===== src/rtl/alu_flag_pkg.sv =====
// Shared constants for the ALU flag path: flag bit positions, flag width and
// the branch condition encodings used by the flag register and the sequencer.
package alu_flag_pkg;

  localparam int unsigned FLAGS_W = 4;

  localparam int unsigned FLAG_Z = 0;
  localparam int unsigned FLAG_C = 1;
  localparam int unsigned FLAG_N = 2;
  localparam int unsigned FLAG_V = 3;

  typedef enum logic [2:0] {
    COND_ALWAYS = 3'd0,
    COND_Z      = 3'd1,
    COND_NZ     = 3'd2,
    COND_C      = 3'd3,
    COND_NC     = 3'd4,
    COND_N      = 3'd5,
    COND_V      = 3'd6,
    COND_UGT    = 3'd7
  } cond_e;

  typedef logic [FLAGS_W-1:0] flags_t;

endpackage


===== src/rtl/alu_flag_cond_eval.sv =====
// Combinational branch-condition evaluator: (cond_sel, flags) -> take_c.
// Shared with the sequencer, so it holds no state.
module alu_flag_cond_eval
  import alu_flag_pkg::*;
(
  input  logic [2:0] cond_sel,
  input  flags_t     flags,
  output logic       take_c
);

  always_comb begin
    take_c = 1'b0;
    case (cond_e'(cond_sel))
      COND_ALWAYS: take_c = 1'b1;
      COND_Z:      take_c = flags[FLAG_Z];
      COND_NZ:     take_c = ~flags[FLAG_Z];
      COND_C:      take_c = flags[FLAG_C];
      COND_NC:     take_c = ~flags[FLAG_C];
      COND_N:      take_c = flags[FLAG_N];
      COND_V:      take_c = flags[FLAG_V];
      COND_UGT:    take_c = flags[FLAG_C] & ~flags[FLAG_Z];
      default:     take_c = 1'b0;
    endcase
  end

endmodule


===== src/rtl/alu_flag_register.sv =====
// ALU flag register with multi-byte Z chaining and a registered branch condition.
// Optional flag-save stack built when ALU_FLAG_STACK_EN is defined.
module alu_flag_register
  import alu_flag_pkg::*;
#(
  parameter int unsigned STACK_DEPTH = 4
) (
  input  logic         clk,
  input  logic         rst_n,
  input  logic         flag_we,
  input  logic [3:0]   flag_mask,
  input  logic         chain,
  input  logic         z_in,
  input  logic         c_in,
  input  logic         n_in,
  input  logic         v_in,
  input  logic         cond_req,
  input  logic [2:0]   cond_sel,
  output logic         take,
  output logic         take_valid,
  output logic [3:0]   flags_q,
  input  logic         push,
  input  logic         pop,
  output logic         stack_full,
  output logic         stack_empty,
  output logic         stack_err
);

  flags_t flags_wr_c;
  flags_t flags_d;
  logic   take_c;

  // Masked flag write; chaining ANDs the new zero into the running Z.
  always_comb begin
    flags_wr_c = flags_q;
    if (flag_we) begin
      if (flag_mask[FLAG_Z]) flags_wr_c[FLAG_Z] = chain ? (z_in & flags_q[FLAG_Z]) : z_in;
      if (flag_mask[FLAG_C]) flags_wr_c[FLAG_C] = c_in;
      if (flag_mask[FLAG_N]) flags_wr_c[FLAG_N] = n_in;
      if (flag_mask[FLAG_V]) flags_wr_c[FLAG_V] = v_in;
    end
  end

`ifdef ALU_FLAG_STACK_EN
  localparam int unsigned STACK_W = STACK_DEPTH * FLAGS_W;
  localparam int unsigned DEPTH_W = $clog2(STACK_DEPTH + 1);

  // Entry 0 (low nibble) is always the top of stack; push/pop shift the vector.
  logic [STACK_W-1:0] stack_q, stack_d;
  logic [DEPTH_W-1:0] depth_q, depth_d;
  logic               full_q, empty_q, err_q, err_d;

  always_comb begin
    stack_d = stack_q;
    depth_d = depth_q;
    err_d   = err_q;
    flags_d = flags_wr_c;
    if (push && !pop) begin
      if (full_q) begin
        err_d = 1'b1;
      end else begin
        stack_d = (stack_q << FLAGS_W) | STACK_W'(flags_q);
        depth_d = depth_q + DEPTH_W'(1);
      end
    end else if (pop && !push) begin
      if (empty_q) begin
        err_d = 1'b1;
      end else begin
        flags_d = stack_q[FLAGS_W-1:0];
        stack_d = stack_q >> FLAGS_W;
        depth_d = depth_q - DEPTH_W'(1);
      end
    end
  end

  always_ff @(posedge clk or negedge rst_n) begin
    if (!rst_n) begin
      stack_q <= '0;
      depth_q <= '0;
      full_q  <= 1'b0;
      empty_q <= 1'b1;
      err_q   <= 1'b0;
    end else begin
      stack_q <= stack_d;
      depth_q <= depth_d;
      full_q  <= (depth_d == DEPTH_W'(STACK_DEPTH));
      empty_q <= (depth_d == '0);
      err_q   <= err_d;
    end
  end

  assign stack_full  = full_q;
  assign stack_empty = empty_q;
  assign stack_err   = err_q;
`else
  logic unused_stack_c;

  assign unused_stack_c = ^{push, pop, 1'(STACK_DEPTH % 2)};
  assign flags_d        = flags_wr_c;
  assign stack_full     = 1'b0;
  assign stack_empty    = 1'b1;
  assign stack_err      = 1'b0;
`endif

  // Condition sees the same-cycle update so branches never stall on flags.
  alu_flag_cond_eval u_cond_eval (
    .cond_sel (cond_sel),
    .flags    (flags_d),
    .take_c   (take_c)
  );

  always_ff @(posedge clk or negedge rst_n) begin
    if (!rst_n) begin
      flags_q    <= '0;
      take       <= 1'b0;
      take_valid <= 1'b0;
    end else begin
      flags_q    <= flags_d;
      take_valid <= cond_req;
      if (cond_req) take <= take_c;
    end
  end

endmodule


===== config.mk =====
export PLATFORM = sky130hd
export DESIGN_NAME = alu_flag_register
export DESIGN_NICKNAME = d
export VERILOG_FILES = /design/src/rtl/alu_flag_pkg.sv /design/src/rtl/alu_flag_cond_eval.sv /design/src/rtl/alu_flag_register.sv
export SDC_FILE = /design/constraint.sdc
export NUM_CORES = 1
export LEC_CHECK = 0
export BUFFER_PORTS_ARGS = -buffer_cell sky130_fd_sc_hd__buf_2
export CORE_AREA = 2 2 39 41
export CTS_CLUSTER_DIAMETER = 50
export DETAILED_ROUTE_END_ITERATION = 16
export DIE_AREA = 0 0 41 43
export GPL_TIMING_DRIVEN = 1
export PLACE_DENSITY_LB_ADDON = 0.25
export SYNTH_ARGS = -nofsm -noshare
export SYNTH_HDL_FRONTEND = slang
export SYNTH_SLANG_ARGS = --single-unit

===== constraint.sdc =====
create_clock -name clk -period 3.33 [get_ports clk]
set_input_delay 0.4995 -clock clk [delete_from_list [all_inputs] [get_ports clk]]
set_output_delay 0.4995 -clock clk [all_outputs]
set_load 0.02 [all_outputs]

## Word-level counts from Yosys, hierarchy flattened

Cells that the tools add are included.
Widths: inputs -> output; s select.

| operators by class | value |
|---|---|
| equality and inequality tests | 7 |
| bitwise operators | 4 |
| muxes and demuxes | 7 |
| reductions and logical operators | 1 |

Operator list:

| cell | number |
|---|---|
| $eq 3x3->1 const B | 4 |
| $pmux 1 s8 | 1 |
| $eq 3x2->1 const B | 2 |
| $mux 1 | 5 |
| $mux 4 | 1 |
| $eq 3x1->1 const B | 1 |
| $logic_not 3->1 | 1 |
| $and 1x1->1 | 2 |
| $not 1->1 | 2 |

| word-level totals | value |
|---|---|
| flip-flop bits (word level) | 6 |
| logic and storage cells | 22 |
| output and inout bits | 9 |

## Longest topological paths before layout

Gate-level depths: netlist of run 1.

| logic depth | value |
|---|---|
| word-level depth | 7 |
| gate-level depth with buffers | 5 |
| gate-level depth less buffers | 5 |

## By module

Synthesis of run 1 repeated with hierarchy kept, for this count alone.

| second synthesis, totals | value |
|---|---|
| cells, all modules | 30 |
| area total of the unflattened synthesis | 329.1 um^2 |

Modules (own cells, without submodules):

| module | cells an instance | times used | area an instance (um^2) |
|---|---|---|---|
| alu_flag_register | 21 | 1 | 270.3 |
| alu_flag_cond_eval | 9 | 1 | 58.8 |

## Least setup slack after synthesis of run 1

Ideal clock, no wire load.

| path | value |
|---|---|
| kind | input-to-reg |
| start point | input port flag_mask[3] |
| end point | register take |
| required time | 3204 ps |
| cell stages on the path | 4 |
| path slack | 1874 ps |
| setup time | 126 ps |
| path buffers | 0 |
| arrival time | 1330 ps |
| cell sequence | and3_2 o2111ai_1 o2111ai_1 a221o_1 |

| between the ends | value |
|---|---|
| cells in the longest elaborated chain, start to end | 3 |

Ends and longest elaborated chain:

| item | line | RTL |
|---|---|---|
| start, declared | alu_flag_register.sv:11 | `input logic [3:0] flag_mask,` |
| $mux 1 | alu_flag_register.sv:40 | `if (flag_mask[FLAG_V]) flags_wr_c[FLAG_V] = v_in;` |
| $mux 4 | alu_flag_register.sv:36 | `if (flag_we) begin` |
| $pmux 1 s8 | alu_flag_cond_eval.sv:13 | `case (cond_e'(cond_sel))` |
| end signal, assigned | alu_flag_register.sv:120 | `if (cond_req) take <= take_c;` |
| end, declared | alu_flag_register.sv:19 | `output logic take,` |

No other way between the ends.
A chain may end at the register's enable or synchronous reset.

## Worst setup path after layout of run 1

| path | value |
|---|---|
| start point | input port flag_we |
| end point | register take |

| between the ends | value |
|---|---|
| cells in the longest elaborated chain, start to end | 4 |
| elaborated cells between the ends (all ways) | 5 |
| classes of those cells | mux (2); bitwise (3) |

Ends and longest elaborated chain:

| item | line | RTL |
|---|---|---|
| start, declared | alu_flag_register.sv:10 | `input logic flag_we,` |
| $mux 4 * | alu_flag_register.sv:36 |  |
| $not 1->1 | alu_flag_cond_eval.sv:16, alu_flag_cond_eval.sv:21 |  |
| $and 1x1->1 | alu_flag_cond_eval.sv:21 | `COND_UGT: take_c = flags[FLAG_C] & ~flags[FLAG_Z];` |
| $pmux 1 s8 * | alu_flag_cond_eval.sv:13 |  |

Every way passes the cells marked *; elsewhere a longest branch is shown, timed or not.

==> impl_metrics.csv, run 1 <==
group,metric,value,unit
run_status,run_status,"completed",
logic_synthesis,number_of_synthesized_register_bits,6,
logic_synthesis,synth_top_family_by_area,"compound AO/OA/AOI/OAI gates",
route,totalWireLength,744,um
critical_path,worstPathCellList,"buf_2 -> and3_2 -> o2111ai_1 -> o2111ai_1 -> a221o_1",
critical_path,critical_path_peak_fanout,7,
critical_path,cp_slowest_stage_delay,360,ps
clock_tree,clkLatencyLatePin,240,ps
timing,final_max_slew_viol_count,0,
timing,report.final.setup_viol,0,
logic_synthesis,synth_xor_xnor_area_share,0,%
cells_and_area,final_cell_area,503.0,um^2
clock_tree,clock_tree.htree_level_count,1,
critical_path,end_kind,"flip-flop",
flow_run,max_cap_viol,0,
logic_synthesis,synthAdderAreaFrac,0,%
logic_synthesis,ys.flop_type,"sky130_fd_sc_hd__dfrtp_1",
die,chipWidth,41,um
logic_synthesis,post_synth.cell_area_avg,10.39,um^2
place,port_buffers,21,
route,final_antenna_net_count,0,
place,dpl-instance-area,480.5,um^2
critical_path,timing.rr.end,"take$_DFFE_PN0P_",
global_route,grt_usage,10.73,%
global_route,antenna_found_initial,0,
clock_tree,post_cts.resized_instances,0,
die,placement_rows,14,
die,initial_core_util,27.03,%
clock_tree,clock-sinks,6,
logic_synthesis,synth.area.mux_share,6.355,%
logic_synthesis,synthSimpleGateAreaFrac,15.72,%
logic_synthesis,synth_edf_count,0,
cells_and_area,area_growth_synth_to_finish,34.45,%
hold_path,hold_path.class,"input pin to asynchronous set/reset pin",
place,gpl.final_weighted_congestion,0.7097,
logic_synthesis,share_of_the_yosys_chip_area_belonging_to_registers,40.13,%
route,wire_per_inst,10.05,um
timing,clock-skew-final,2.818,ps
power,powerDensity,437.0,nW/um^2
clock_tree,clk_root_buffer_cell,"sky130_fd_sc_hd__clkbuf_4",
power,peakVddDrop,0.1384,mV
timing,rsz0062_at_grt,"false",
critical_path,cp_data_arrival_time,1510,ps
route,vias_per_cell,4.541,
critical_path,cp_common_cell,"sky130_fd_sc_hd__o2111ai_1",
timing,final_min_period,1386,ps
critical_path,reg2reg_slack,2020,ps
die,floorplan.core_area,1384,um^2
logic_synthesis,ys_warn_count,0,
critical_path,critical-path-slowest-cell,"sky130_fd_sc_hd__a221o_1",
critical_path,timing.critical_path.max_delay_family,"compound AO/OA/AOI/OAI gates",
logic_synthesis,synth-async-reset-ratio,100.0,%
global_route,wire_length_of_the_first_global_routing_pass,1.179,mm
die,die_y,43,um
logic_synthesis,synthesis.instances,36,
cells_and_area,diodes,0,
critical_path,worst_setup_path_start_kind,"input pin",
clock_tree,path_clk_slew,40,ps
cells_and_area,fraction_of_final_layout_cells_with_drive_strength_greater_than_1,53.45,%
clock_tree,cts.hold.buffers_added,0,
logic_synthesis,synth_area,374.1,um^2
critical_path,regToRegStartpoint,"flags_q[3]$_DFF_PN0_",
critical_path,worst-endpoint-required,3450,ps
clock_tree,number_of_cts_inserted_buffers,3,
route,drt_first_iter_violations,7,
power,cellLeakagePower,0.2608,nW
logic_synthesis,synth.distinct_cells,16,
critical_path,timing.reg2reg.worst_path_depth,4,
global_route,first_global_vias,318,
die,io_pins,27,
timing,timing.final.hold_violations,0,
timing,achievable-frequency,0.7215,GHz
cells_and_area,finish.net_count,78,
route,via_count,336,
global_route,grt_max_degree,8,
clock_tree,cts.repair_timing.setup_buffer_count,0,
critical_path,criticalPathCategory,"input pin to flip-flop",
die,die_area,1763,um^2
clock_tree,tritoncts,"done",
route,drtPass1Iterations,4,
timing,setup_tns,0,ps
clock_tree,cts_max_path_buffers,2,
global_route,grt-ovfl-total,0,
route,remaining_drc_errors,0,
place,post-dp-hpwl,652.6,um
logic_synthesis,synth_compound_gate_area_share,25.75,%
critical_path,worst-path-buf-inv,1,
timing,final.period_utilization,41.62,%
## cell type report
cell class	count	area, um^2
fill	145	880.8
multi-input combinational	24	190.2
sequential	6	150.1
timing repair buffer	21	105.1
clock buffer	3	22.52
tap	16	20.02
inverter	4	15.01
## state kept, by name (all words and copies together) (netlist names)
name	count
flags_q	4
take	1
take_valid	1
## per-layer routing
layer  track usage, %  wire, um
met1            9.571       292
met2            16.56       379
met3            3.141        53
met4            12.00        19
met5                0         0
## where the power goes
group	internal, mW	total, mW	switching [mW]
Sequential	0.0826	0.0872	0.00466
Clock	0.0406	0.0651	0.0244
Combinational	0.0288	0.0675	0.0387
## logic make-up after synthesis
group,Yosys count
AOI/OAI and AO/OA,8
buffers and inverters,7
DFF,6
muxes,2
other,2
and+or+nand+nor,11
## how the worst max path moves through the flow
stage                            start                to  slack, ps  cells past startpoint
after floorplan           flag_mask[3]  take$_DFFE_PN0P_       1870                      4
after global placement         flag_we  take$_DFFE_PN0P_       1690                      5
after detailed placement       flag_we  take$_DFFE_PN0P_       1690                      5
after CTS                      flag_we  take$_DFFE_PN0P_       1950                      5
after global routing           flag_we  take$_DFFE_PN0P_       1910                      5
final                          flag_we  take$_DFFE_PN0P_       1940                      5
## Yosys cell counts (all sizes together), types with 2 or more instances
library cell | number | area share, %
o2111ai | 3 | 7.0
or2 | 2 | 3.3
buf | 3 | 6.0
inv | 4 | 4.0
nand2 | 4 | 4.0
dfrtp | 6 | 40
and3 | 2 | 4.0
mux2i | 2 | 6.4
nor2 | 2 | 2.0
conb | 2 | 2.0
a21boi | 2 | 4.0
## cell usage in the layout, fill, tap and decap left out, drive strengths merged, types with 2 or more instances in the layout
cell type and count:
or2 2, a21boi 2, o2111ai 3, inv 4
dfrtp 6, buf 21, conb 3, nand2 4
and3 2, mux2i 2, clkbuf 3, nor2 2
## through the flow
stage                     worst slack [ps]  std cells  hold WS [ps]  total power, mW  util [%]
after floorplan                       1874         37         203.9           0.1334         -
after CTS                             1950         74         66.03           0.2254     36.35
after global placement                1695         71         331.0           0.1564     34.72
final                                 1944         74         74.83           0.2198     36.35
after global routing                  1914         74         66.24           0.2373     36.35
after detailed placement              1695         71         331.1           0.1571     34.72
## worst register-to-register path, stage by stage (launching register included)
cell and delay, ps:
sky130_fd_sc_hd__dfrtp_1 370, sky130_fd_sc_hd__a21boi_0 140, sky130_fd_sc_hd__o2111ai_1 190, sky130_fd_sc_hd__o2111ai_1 150, sky130_fd_sc_hd__a221o_1 360
Power figures use the tool's default switching activity.
==> run 2, diff against run 1 <==
- ABC_AREA: unset -> 1
- clock period: 3.33 -> 1.3 ns (I/O delays scaled with it)
==> impl_metrics.csv, run 2 <==
group,metric,value,unit
global_route,grt-ovfl-total,0,
critical_path,critical_path_peak_fanout,3,
place,port_buffers,21,
logic_synthesis,synthesis.instances,63,
run_status,run_status,"completed",
critical_path,worst_setup_path_start_kind,"flip-flop",
cells_and_area,register_name_with_the_most_flops,"flags_q",
logic_synthesis,ys.flop_type,"sky130_fd_sc_hd__dfrtp_1",
power,internal-power,0.3806,mW
power,comb_power_share,31.2,%
timing,achievable-frequency,1.003,GHz
clock_tree,number_of_cts_inserted_buffers,3,
clock_tree,tritoncts,"done",
clock_tree,clk_root_buffer_cell,"sky130_fd_sc_hd__clkbuf_4",
critical_path,worstPathCellList,"inv_1 -> nand2_1 -> nand2_2 -> nor2_2 -> nand2_1 -> nand3_1 -> nor2_1 -> nor2_1",
timing,timing.final.hold_violations,0,
critical_path,timing.rr.end,"take$_DFFE_PN0P_",
die,floorplan.core_area,1384,um^2
cells_and_area,area_growth_synth_to_finish,30.54,%
power,switching_power_as_a_share_of_total_power,32.36,%
route,vias_per_cell,3.871,
critical_path,worst-endpoint-required,1430,ps
global_route,wire_length_of_the_first_global_routing_pass,1.255,mm
global_route,first_global_vias,327,
route,totalWireLength,777,um
power,p_seq_share,39.4,%
critical_path,criticalPathCategory,"flip-flop to flip-flop",
timing,setup_tns,0,ps
cells_and_area,fraction_of_final_layout_cells_with_drive_strength_greater_than_1,35.29,%
place,placed_cells_incl_taps,97,
cells_and_area,num-fill-cells,145,
logic_synthesis,share_of_the_yosys_chip_area_belonging_to_registers,35.93,%
power,cellLeakagePower,0.3418,nW
critical_path,regToRegStartpoint,"flags_q[1]$_DFF_PN0_",
logic_synthesis,synth_top_area_share,35.93,%
logic_synthesis,post_synth.cell_area_avg,6.633,um^2
hold_path,timing.hold.worst_path_depth,1,
clock_tree,clock-sinks,6,
route,drt_first_iter_violations,1,
timing,rsz0062_at_grt,"false",
logic_synthesis,synthDominantAreaCellType,"sky130_fd_sc_hd__dfrtp_1",
power,power.total,0.5627,mW
clock_tree,cts_max_path_buffers,2,
logic_synthesis,synth.most_common_cell,"sky130_fd_sc_hd__inv_1",
timing,report.final.setup_viol,0,
clock_tree,path_clk_slew,40,ps
logic_synthesis,ys_top_cells_by_area,"sky130_fd_sc_hd__dfrtp_1 (36%), sky130_fd_sc_hd__inv_1 (13%), sky130_fd_sc_hd__nand2_1 (13%)",
critical_path,timing.critical_path.max_delay_family,"simple AND/OR/NAND/NOR gates",
timing,final.period_utilization,76.70,%
timing,final_max_slew_viol_count,0,
cells_and_area,most-common-layout-cells,"sky130_fd_sc_hd__buf_2 (21), sky130_fd_sc_hd__inv_1 (15), sky130_fd_sc_hd__nand2_1 (14)",
timing,final_min_period,997.2,ps
hold_path,worstHoldStart,"cond_req",
route,final_antenna_net_count,0,
route,drtPass1Iterations,2,
global_route,grt_usage,10.53,%
die,initial_core_util,30.20,%
timing,clock-skew-final,0.2275,ps
hold_path,timing.hold.worst_endpoint,"take_valid$_DFF_PN0_",
critical_path,critical-path-slowest-cell,"sky130_fd_sc_hd__dfrtp_1",
place,dpl_worst_slack,250.4,ps
critical_path,timing.reg2reg.worst_path_depth,8,
logic_synthesis,synth_edf_count,0,
clock_tree,cts.repair_timing.setup_buffer_count,0,
power,peakVddDrop,0.4837,mV
die,chipWidth,41,um
logic_synthesis,ys_warn_count,0,
route,wire_per_inst,7.693,um
cells_and_area,largest_registers,"flags_q (4), take (1), take_valid (1)",
clock_tree,clock_tree.htree_level_count,1,
die,io_pins,27,
clock_tree,clkLatencyLatePin,240,ps
logic_synthesis,number_of_synthesized_register_bits,6,
place,gpl.final_weighted_congestion,0.7839,
die,die_area,1763,um^2
die,placement_rows,14,
critical_path,reg2reg_slack,300,ps
timing,setup_ws,302.8,ps
critical_path,end_kind,"flip-flop",
cells_and_area,post_layout_nonfiller_instances,101,
power,powerDensity,1031,nW/um^2
die,die_y,43,um
global_route,grt_max_degree,9,
critical_path,worst-path-buf-inv,1,
logic_synthesis,synth.distinct_cells,13,
cells_and_area,diodes,0,
power,total_net_switching_power,0.1821,mW
cells_and_area,number_of_flip_flops_in_the_largest_register,4,
critical_path,cp_data_arrival_time,1130,ps
flow_run,max_cap_viol,0,
route,via_count,391,
logic_synthesis,synth-async-reset-ratio,100.0,%
clock_tree,post_cts.resized_instances,0,
critical_path,cp_slowest_stage_delay,370,ps
hold_path,hold_path.class,"input pin to flip-flop",
cells_and_area,mostFrequentLayoutCell,"sky130_fd_sc_hd__buf_2",
global_route,antenna_found_initial,0,
cells_and_area,finish.net_count,105,
logic_synthesis,ys_top_cells_by_count,"sky130_fd_sc_hd__inv_1 (15), sky130_fd_sc_hd__nand2_1 (14), sky130_fd_sc_hd__nand3_1 (7), sky130_fd_sc_hd__nor2_1 (7), sky130_fd_sc_hd__dfrtp_1 (6)",
power,pwr-share-clk,29.4,%
route,remaining_drc_errors,0,
place,post-dp-hpwl,691.1,um
logic_synthesis,synth_area,417.9,um^2
run 2: cell types whose count changed after synthesis, sizes merged, moves of 2 or more:
cell / delta
and3: -2
inv: +11
o2111ai: -3
nand3: +8
or2: -2
mux2i: -2
nand2: +13
nor2: +7
run 2: logic make-up (layout without fill, tap and decap cells):
group / count (synthesis) / after routing / share of synthesized area [%]
other: 2 / 3 / 1.797
AO/OA/AOI/OAI: 1 / 1 / 1.797
buffers and inverters: 19 / 40 / 21.56
flip-flops: 6 / 6 / 35.93
AND/OR/NAND/NOR: 35 / 35 / 38.92
run 2: worst register-to-register path, cell delays in order, from the launching register on:
cell and delay (ps):
sky130_fd_sc_hd__dfrtp_1 370, sky130_fd_sc_hd__inv_1 50, sky130_fd_sc_hd__nand2_1 50, sky130_fd_sc_hd__nand2_2 90, sky130_fd_sc_hd__nor2_2 40, sky130_fd_sc_hd__nand2_1 60
sky130_fd_sc_hd__nand3_1 70, sky130_fd_sc_hd__nor2_1 100, sky130_fd_sc_hd__nor2_1 50
run 2: through the flow:
| stage | cell area [um^2] | utilization [%] | hold WS (ps) |
|---|---|---|---|
| after detailed placement | 513.0 | 37.07 | 22.95 |
| final | 545.5 | 39.42 | 91.63 |
| after CTS | 545.5 | 39.42 | 82.68 |
| after global routing | 545.5 | 39.42 | 85.60 |
| after floorplan | 421.7 | - | -100.6 |
| after global placement | 513.0 | 37.07 | 25.11 |
run 2: what timing repair did:
item | in CTS | in global routing
endpoints found under the setup margin | 0 | 0
hold buffers | 1 | 0
endpoints found under the hold margin | 6 | 0
run 2: power by group through the flow:
stage / Clock [mW] / Sequential [mW] / Combinational [mW]
CTS: 0.177 / 0.222 / 0.179
detailed placement: 0 / 0.225 / 0.176
floorplan: 0 / 0.254 / 0.0905
finish: 0.166 / 0.222 / 0.176
global placement: 0 / 0.223 / 0.176
global route: 0.185 / 0.225 / 0.198
run 2: final cells by class:
class                   count  area [um^2]  area share (%)
clock buffers               3        22.52           4.128
inverters                  15        56.30           10.32
multi-input cells          39        181.4           33.26
flip-flops and latches      6        150.1           27.52
well taps                  16        20.02           3.670
repair buffers             22        115.1           21.10
run 2: worst max-delay path by stage:
stage                               startpoint                to  slack [ps]  cells after the start
after CTS                 flags_q[1]$_DFF_PN0_  take$_DFFE_PN0P_         290                      8
after global placement                 flag_we  take$_DFFE_PN0P_         250                      8
after global routing      flags_q[1]$_DFF_PN0_  take$_DFFE_PN0P_         180                      7
final                     flags_q[1]$_DFF_PN0_  take$_DFFE_PN0P_         300                      8
after floorplan           flags_q[1]$_DFF_PN0_  take$_DFFE_PN0P_         260                      7
after detailed placement               flag_we  take$_DFFE_PN0P_         250                      8
run 2: per-layer routing:
| metal | vias to the layer above | track usage [%] | part of all wire [%] |
|---|---|---|---|
| met5 | - | 0 | 0 |
| met4 | 0 | 6.000 | 0 |
| met3 | 0 | 1.571 | 5.3 |
| met2 | 10 | 16.56 | 56 |
| met1 | 161 | 12.87 | 39 |
| li1 | 220 | - | - |
==> run 3, diff against run 2 <==
- clock period: 1.3 -> 1 ns (I/O delays scaled with it)
==> impl_metrics.csv, run 3 (same netlist as run 2, synthesis figures left out) <==
group,metric,value,unit
power,power.total,0.7758,mW
die,chipWidth,41,um
power,internal-power,0.5293,mW
timing,final_max_slew_viol_count,0,
cells_and_area,number_of_flip_flops_in_the_largest_register,4,
timing,achievable-frequency,0.9628,GHz
cells_and_area,finish.net_count,108,
cells_and_area,area_growth_synth_to_finish,43.41,%
critical_path,cp_common_cell,"sky130_fd_sc_hd__buf_6",
place,gpl.final_weighted_congestion,0.7314,
global_route,grt-ovfl-total,0,
global_route,use_met1,13.00,%
route,via_count,416,
timing,timing.final.hold_violations,0,
route,vias_per_cell,4.000,
power,comb_power_share,35.1,%
clock_tree,path_clk_slew,40,ps
route,drtPass1Iterations,4,
cells_and_area,final_cell_area,599.3,um^2
global_route,wire_length_of_the_first_global_routing_pass,1.504,mm
die,floorplan.core_area,1384,um^2
die,io_pins,27,
critical_path,cp_slowest_stage_delay,420,ps
clock_tree,tritoncts,"done",
global_route,grt_usage,12.49,%
route,final_antenna_net_count,0,
route,wire_per_inst,7.702,um
cells_and_area,num-fill-cells,150,
die,initial_core_util,30.20,%
clock_tree,clkLatencyLatePin,240,ps
route,remaining_drc_errors,0,
critical_path,end_kind,"primary output",
global_route,grt_max_degree,9,
die,die_y,43,um
flow_run,max_cap_viol,0,
die,die_area,1763,um^2
power,p_seq_share,38.0,%
power,switching_power_as_a_share_of_total_power,31.77,%
critical_path,critical-path-slowest-cell,"sky130_fd_sc_hd__dfrtp_2",
timing,final_min_period,1039,ps
hold_path,hold_path.class,"input pin to flip-flop",
route,totalWireLength,801,um
clock_tree,clk_root_buffer_cell,"sky130_fd_sc_hd__clkbuf_4",
clock_tree,number_of_cts_inserted_buffers,3,
critical_path,worst_setup_path_start_kind,"flip-flop",
cells_and_area,most-common-layout-cells,"sky130_fd_sc_hd__buf_2 (20), sky130_fd_sc_hd__inv_1 (14), sky130_fd_sc_hd__nand2_1 (12)",
power,pwr-share-clk,26.9,%
place,port_buffers,21,
timing,clock-skew-final,2.666,ps
cells_and_area,register_name_with_the_most_flops,"flags_q",
power,peakVddDrop,0.7012,mV
place,post-dp-hpwl,701,um
clock_tree,clock_tree.htree_level_count,1,
critical_path,worst-endpoint-required,850,ps
clock_tree,clock-sinks,6,
critical_path,criticalPathCategory,"flip-flop to primary output",
critical_path,worstPathCellList,"buf_6 -> buf_6",
timing,hold-worst-slack,51.48,ps
cells_and_area,fraction_of_final_layout_cells_with_drive_strength_greater_than_1,48.86,%
global_route,globalRouteMet3Util,3.141,%
place,dpl_worst_slack,-19.22,ps
cells_and_area,diodes,0,
run_status,violated_checks,"setup timing",
timing,final.period_utilization,103.9,%
timing,report.final.setup_viol,2,
global_route,grtUsageMet2,21.56,%
global_route,top_usage_layer,"met2",
place,dpl-instance-area,533.0,um^2
global_route,first_global_vias,408,
cells_and_area,final_util,43.31,%
timing,rsz0062_at_grt,"true",
run_status,run_status,"finished, violations left",
timing,setup_ws,-38.63,ps
critical_path,cp_data_arrival_time,890,ps
clock_tree,cts_max_path_buffers,2,
power,powerDensity,1294,nW/um^2
power,cellLeakagePower,0.3591,nW
die,placement_rows,14,
power,total_net_switching_power,0.2465,mW
cells_and_area,largest_registers,"flags_q (4), take (1), take_valid (1)",
route,drt_first_iter_violations,3,
critical_path,critical_path_peak_fanout,2,
cells_and_area,mostFrequentLayoutCell,"sky130_fd_sc_hd__buf_2",
global_route,antenna_found_initial,0,
-- run 3: stage by stage --
step	cells	setup TNS, ps
2_1_floorplan	64	-0.4089
3_3_place_gp	99	-13.78
3_5_place_dp	99	-19.22
4_1_cts	104	-75.81
5_1_grt	104	-186.8
6_report	104	-46.53
-- run 3: power groups by stage --
stage / Combinational [mW] / Clock (mW) / Sequential (mW)
after global placement: 0.242 / 0 / 0.295
final: 0.273 / 0.209 / 0.295
after CTS: 0.264 / 0.222 / 0.294
after detailed placement: 0.244 / 0 / 0.297
after global routing: 0.306 / 0.245 / 0.298
after floorplan: 0.118 / 0 / 0.335
-- run 3: per-layer routing --
metal  vias up  routed length, um
li1        227                  -
met1       178                313
met2        11                453
met3         0                 33
met4         0                  0
met5         -                  0
-- run 3: area by class of cell --
class	count	area, um^2	share of cell area (%)
sequential	6	155.1	25.89
timing repair buffer	25	147.6	24.63
inverter	15	56.30	9.395
tap	16	20.02	3.340
multi-input combinational	39	197.7	32.99
clock buffer	3	22.52	3.758
-- run 3: repair_timing --
action / in CTS / in global routing
buffers inserted: 1 / 0
setup endpoints to repair: 2 / 2
pin swaps: 9 / 5
resized for setup: 3 / 6
gates cloned: 0 / 0
hold buffers: 1 / 0
endpoints found under the hold margin: 6 / 0
-- run 3: critical path, delay by kind of cell (launching register included) --
family	cells	cell delay, ps
flip-flops	1	420
buffers and inverters	2	240
-- run 3: worst paths after layout --
kind | cells after the start | end | start | slack (ps)
hold / removal | 1 | take_valid$_DFF_PN0_ | cond_req | 50
hold reg to reg | 2 | take$_DFFE_PN0P_ | take$_DFFE_PN0P_ | 520
min in group asynchronous | 2 | take$_DFFE_PN0P_ | rst_n | 260
setup reg to reg | 8 | take$_DFFE_PN0P_ | flags_q[1]$_DFF_PN0_ | -10
setup / recovery | 2 | flags_q[1] | flags_q[1]$_DFF_PN0_ | -40
max in group asynchronous | 2 | flags_q[2]$_DFF_PN0_ | rst_n | 590
